`src/rtl/mio_bus_ctrl.sv`:
```
// Memory/IO bus controller: decodes cpu_addr[31:28] into slots, inserts per-slot wait states, handles ack slaves with timeout.
// Latency: cpu_ready 2+W cycles after the request edge (fixed slots), 1 cycle after the ack edge (ack slots), 1 cycle (undecoded).
// Backpressure: CPU holds the request until the one-cycle cpu_ready pulse; ack slots stall until slv_ack or TIMEOUT.
module mio_bus_ctrl #(
    parameter int          NSLOT    = 16,
    parameter int          DW       = 32,
    parameter logic [63:0] WAITS    = 64'h0,
    parameter logic [15:0] ACK_MASK = 16'h0,
    parameter logic [7:0]  TIMEOUT  = 8'd255
) (
    input  logic                clk,
    input  logic                RSTN,
    input  logic                cpu_req,
    input  logic                cpu_we,
    input  logic [31:0]         cpu_addr,
    input  logic [DW-1:0]       cpu_wdata,
    output logic [DW-1:0]       cpu_rdata,
    output logic                cpu_ready,
    output logic                cpu_err,
    output logic [NSLOT-1:0]    slv_sel,
    output logic                slv_we,
    output logic [27:0]         slv_addr,
    output logic [DW-1:0]       slv_wdata,
    input  logic [NSLOT*DW-1:0] slv_rdata,
    input  logic [NSLOT-1:0]    slv_ack,
    output logic [7:0]          err_count
);
    typedef enum logic [1:0] {IDLE, WAIT, ACCESS, DONE} state_t;

    localparam logic [4:0] NSLOT_W = 5'(NSLOT);

    state_t        state;
    logic [3:0]    slot;
    logic          we_r;
    logic [3:0]    wcnt;
    logic [7:0]    tcnt;
    logic          err_r;
    logic [DW-1:0] rdata_r;

    // Slot-indexed views padded to 16 entries so a 4-bit slot index is always in range.
    logic [DW-1:0] rd_words [16];
    logic [3:0]    wait_tbl [16];
    logic [15:0]   ack_pad;

    for (genvar g = 0; g < 16; g++) begin : g_slot
        assign wait_tbl[g] = WAITS[4*g +: 4];
        if (g < NSLOT) begin : g_live
            assign rd_words[g] = slv_rdata[DW*g +: DW];
            assign ack_pad[g]  = slv_ack[g];
        end else begin : g_pad
            assign rd_words[g] = '0;
            assign ack_pad[g]  = 1'b0;
        end
    end

    function automatic logic [NSLOT-1:0] onehot(input logic [3:0] s);
        logic [15:0] t;
        t = 16'h1 << s;
        return t[NSLOT-1:0];
    endfunction

    logic [3:0] req_slot;
    logic       req_bad;
    logic       access_end;
    logic       timeout_hit;

    assign req_slot    = cpu_addr[31:28];
    assign req_bad     = {1'b0, req_slot} >= NSLOT_W;
    assign access_end  = !ACK_MASK[slot] || ack_pad[slot];
    assign timeout_hit = ({1'b0, tcnt} + 9'd1) >= {1'b0, TIMEOUT};

    always_ff @(posedge clk or negedge RSTN) begin
        if (!RSTN) begin
            state     <= IDLE;
            slot      <= '0;
            we_r      <= 1'b0;
            wcnt      <= '0;
            tcnt      <= '0;
            err_r     <= 1'b0;
            rdata_r   <= '0;
            cpu_rdata <= '0;
            cpu_ready <= 1'b0;
            cpu_err   <= 1'b0;
            slv_sel   <= '0;
            slv_we    <= 1'b0;
            slv_addr  <= '0;
            slv_wdata <= '0;
            err_count <= '0;
        end else begin
            case (state)
                IDLE: begin
                    cpu_ready <= 1'b0;
                    cpu_err   <= 1'b0;
                    if (cpu_req) begin
                        slot      <= req_slot;
                        we_r      <= cpu_we;
                        slv_addr  <= cpu_addr[27:0];
                        slv_wdata <= cpu_wdata;
                        tcnt      <= '0;
                        if (req_bad) begin
                            err_r   <= 1'b1;
                            rdata_r <= '0;
                            state   <= DONE;
                        end else begin
                            err_r <= 1'b0;
                            wcnt  <= wait_tbl[req_slot];
                            if (wait_tbl[req_slot] != 4'd0) begin
                                state <= WAIT;
                            end else begin
                                slv_sel <= onehot(req_slot);
                                slv_we  <= cpu_we;
                                state   <= ACCESS;
                            end
                        end
                    end
                end
                WAIT: begin
                    if (wcnt == 4'd1) begin
                        slv_sel <= onehot(slot);
                        slv_we  <= we_r;
                        state   <= ACCESS;
                    end else begin
                        wcnt <= wcnt - 4'd1;
                    end
                end
                ACCESS: begin
                    // A live ack wins over a timeout landing on the same cycle.
                    if (access_end) begin
                        rdata_r <= we_r ? '0 : rd_words[slot];
                        slv_sel <= '0;
                        slv_we  <= 1'b0;
                        state   <= DONE;
                    end else if (timeout_hit) begin
                        err_r   <= 1'b1;
                        rdata_r <= '0;
                        slv_sel <= '0;
                        slv_we  <= 1'b0;
                        state   <= DONE;
                    end else begin
                        tcnt <= tcnt + 8'd1;
                    end
                end
                DONE: begin
                    cpu_ready <= 1'b1;
                    cpu_err   <= err_r;
                    cpu_rdata <= rdata_r;
                    if (err_r && err_count != 8'hFF) begin
                        err_count <= err_count + 8'd1;
                    end
                    state <= IDLE;
                end
                default: state <= IDLE;
            endcase
        end
    end
endmodule

```
`config.mk`:
```
export PLATFORM = sky130hd
export DESIGN_NAME = mio_bus_ctrl
export DESIGN_NICKNAME = d
export VERILOG_FILES = /design/src/rtl/mio_bus_ctrl.sv
export SDC_FILE = /design/constraint.sdc
export NUM_CORES = 1
export LEC_CHECK = 0
export CORE_AREA = 2 2 275 277
export CTS_BUF_LIST = sky130_fd_sc_hd__clkbuf_4
export CTS_CLUSTER_DIAMETER = 100
export DETAILED_ROUTE_END_ITERATION = 10
export DIE_AREA = 0 0 277 279
export GPL_TIMING_DRIVEN = 1
export HOLD_SLACK_MARGIN = 0.12
export PLACE_DENSITY = 0.45
export SLEW_MARGIN = 10
export SYNTH_ARGS = -nofsm -noshare
export SYNTH_HDL_FRONTEND = slang
export SYNTH_SLANG_ARGS = --single-unit
```
`constraint.sdc`:
```
create_clock -name clk -period 4.8 [get_ports clk]
set_clock_uncertainty 0.2 [all_clocks]
set_input_delay 0.96 -clock clk [delete_from_list [all_inputs] [get_ports clk]]
set_output_delay 0.96 -clock clk [all_outputs]
set_load 0.02 [all_outputs]
```
==> run_results.csv <==
group,metric,value,unit
run_status,outcome,"finished, final reports clean",
layout,fillCellCount,7928,
critical_path,critPathTopFamily,"buffers and inverters",
detailed_routing,num_vias,10800,
power_and_ir_drop,power_density,501,nW/um^2
min_path,hold_depth,2,
floorplanning,die_x,277,um
critical_path,crit_type,"reg -> out",
yosys,ys.flop_type,"dfrtp_1",
clocking,cts_sinks,163,
clocking,clock-root-buffer,"clkbuf_4",
critical_path,slowest_delay,730,ps
layout,layout_commonest_cell,"clkdlybuf4s50_1",
min_path,hold_end,"slv_we",
critical_path,reg2reg_slack,1950,ps
yosys,syn_area,10800,sq um
layout,finalInstanceArea,19100,sq um
min_path,hold_class,"reg -> reg",
clocking,cts_tree,"built",
yosys,syn_avg_cell_area,10.6,sq um
detailed_routing,drtIter0Drc,453,
yosys,synthTopCellsByArea,"dfrtp_1 (38%), mux2i_1 (24%), mux2_2 (10%)",
floorplanning,rows,100,
detailed_routing,routed_wirelength,55.6,mm
sta,rsz0062_at_grt,"no",
clocking,h-tree-depth,4,
detailed_routing,dr.pass1.iters,4,
critical_path,crit_path_start_kind,"register",
critical_path,path_buf_inv,1,
clocking,cts_buffers,17,
yosys,synth_edf_count,0,
yosys,synth_top_area_cell,"dfrtp_1",
yosys,yosys.cell_types.count,46,
yosys,yosys.area.top_type_share,37.7,%
clocking,cts_hold_buf,1,
placed_design,gp_congestion,0.839,
critical_path,arrival,1890,ps
global_routing,overflow,0,
floorplanning,dieArea,77300,sq um
sta,slew_headroom,32.8,%
yosys,yosys_register_bits,163,
floorplanning,start_util,14.6,%
layout,post-route-util,25.8,%
yosys,seq_area_frac_synth,37.7,%
clocking,path_clk_slew,160,ps
clocking,cts_resized,0,
floorplanning,fp.coreArea,74100,sq um
critical_path,path_max_fanout,2,
sta,finalCritPeriodShare,63.5,%
clocking,insertion_delay,700,ps
layout,nets,2280,
critical_path,critPathLaunch,"cpu_rdata[30]",
sta,finalHoldViolations,0,
detailed_routing,wl_per_cell,20.9,um
global_routing,track_usage,14.2,%
detailed_routing,ant_nets,0,
critical_path,critical-path-slowest-cell,"clkdlybuf4s50_1",
placed_design,io_buffers,698,
yosys,async_flop_share,100,%
critical_path,rr_endpoint,"rdata_r[13]",
yosys,synthCells,1023,
critical_path,rr_worst_depth,5,
sta,setup_tns,0,ps
power_and_ir_drop,vdd_drop_max,0.220,mV
placed_design,placed_area,18800,sq um
yosys,synth_fp_nets,1627,
placed_design,hpwl,43.2,mm
sta,drv_slew,0,
floorplanning,pin_count,715,
layout,layout_common_cells,"clkdlybuf4s50_1 (697), mux2i_1 (261), dfrtp_1 (162), mux2_2 (99)",
clocking,post-cts-setup-buffers,0,
global_routing,grt_pass1_vias,11600,
power_and_ir_drop,p_leak,7.85,nW
detailed_routing,drc,0,
detailed_routing,via_per_inst,4.04,
job,drv.max_cap_violation_count,0,
yosys,ys.warnings.count,0,
sta,period_needed,3050,ps
sta,finalSetupViolCount,0,
clocking,ctsLongestPathBuffers,2,
sta,worstMarginPinSlew,1010,ps
global_routing,grt_max_degree,98,
layout,area_delta_synth_final,76.9,%
global_routing,antenna_found_initial,6,
sta,fmax,328,MHz
layout,drive_gt1_share,9.95,%
critical_path,regToRegStartpoint,"slot[0]",
min_path,min_from,"slv_we",
critical_path,end_kind,"output port",
critical_path,cp.required,3640,ps
critical_path,cp_cell_sequence,"clkdlybuf4s50_1",
floorplanning,die_h,279,um
global_routing,grt_pass1_wl,80.2,mm
## registers in the layout (all words and copies together), names as in the netlist, 2 cells and up
signal,flops
slot,4
rdata_r,32
err_count,8
slv_wdata,32
wcnt,4
slv_addr,28
slv_sel,16
cpu_rdata,32
state,2
## cells in the mapped netlist (4+ instances only)
cell type / count
a21oi_1: 32
a22o_1: 4
a22oi_1: 96
buf_2: 42
buf_4: 19
buf_6: 7
clkbuf_1: 16
dfrtp_1: 163
ha_1: 8
inv_1: 41
mux2_2: 99
mux2i_1: 261
nand2_1: 97
nand2b_1: 4
nand3_1: 37
nor2b_1: 4
o21ai_0: 7
o221ai_1: 32
o31ai_1: 14
xnor2_1: 5
## final cells by class
cell class	count	area (sq um)	area share, %
clock inverter	14	191	1.00
tap	969	1210	6.34
sequential	163	4080	21.3
multi-input combinational	734	6120	32.0
antenna	5	12.5	0.0654
inverter	41	154	0.805
timing repair buffer	719	7220	37.8
clock buffer	18	135	0.706
## where the power goes
| part | leakage [nW] | switching (mW) | internal (mW) |
|---|---|---|---|
| registers | 2.05 | 0.426 | 1.95 |
| clock network | 0.168 | 0.631 | 0.383 |
| logic | 5.64 | 3.30 | 2.90 |
## logic make-up (layout without fill, tap and decap cells)
family,count (synthesis),in the layout,share of synthesized area (%)
buf+inv,126,792,6.00
other cells,0,5,0
fa+ha+maj,8,8,0.926
flops,163,163,37.7
simple gates,161,161,6.76
compound gates,197,197,13.4
xor+xnor,7,7,0.567
mux,361,361,34.6
## through the flow
stage                     setup WS, ps  power, mW  hold slack (ps)  cells
after global placement            1860       8.69              271   2625
final                             1750       9.58              303   2663
after detailed placement          1840       8.77              274   2625
after floorplan                   2690       6.09              276   1023
after global routing              1590       10.3              333   2660
after CTS                         1520       9.87              297   2658
## how the worst max path moves through the flow
| stage | end | slack, ps | cells after the start |
|---|---|---|---|
| 3_5_place_dp | slv_wdata[7] | 1840 | 4 |
| 2_1_floorplan | slv_sel[0] | 2690 | 3 |
| 4_1_cts | cpu_rdata[30] | 1520 | 1 |
| 5_1_grt | cpu_rdata[29] | 1590 | 1 |
| 6_report | cpu_rdata[30] | 1750 | 1 |
| 3_3_place_gp | slv_addr[10] | 1860 | 4 |
## metal layers
layer	global-route usage, %	up-vias	part of all wire (%)
li1	-	5122	-
met1	16.2	5208	40
met2	26.1	387	52
met3	3.41	36	6.0
met4	3.97	6	1.5
met5	0	-	0.079
No activity file was read; power rests on OpenSTA's default activity.
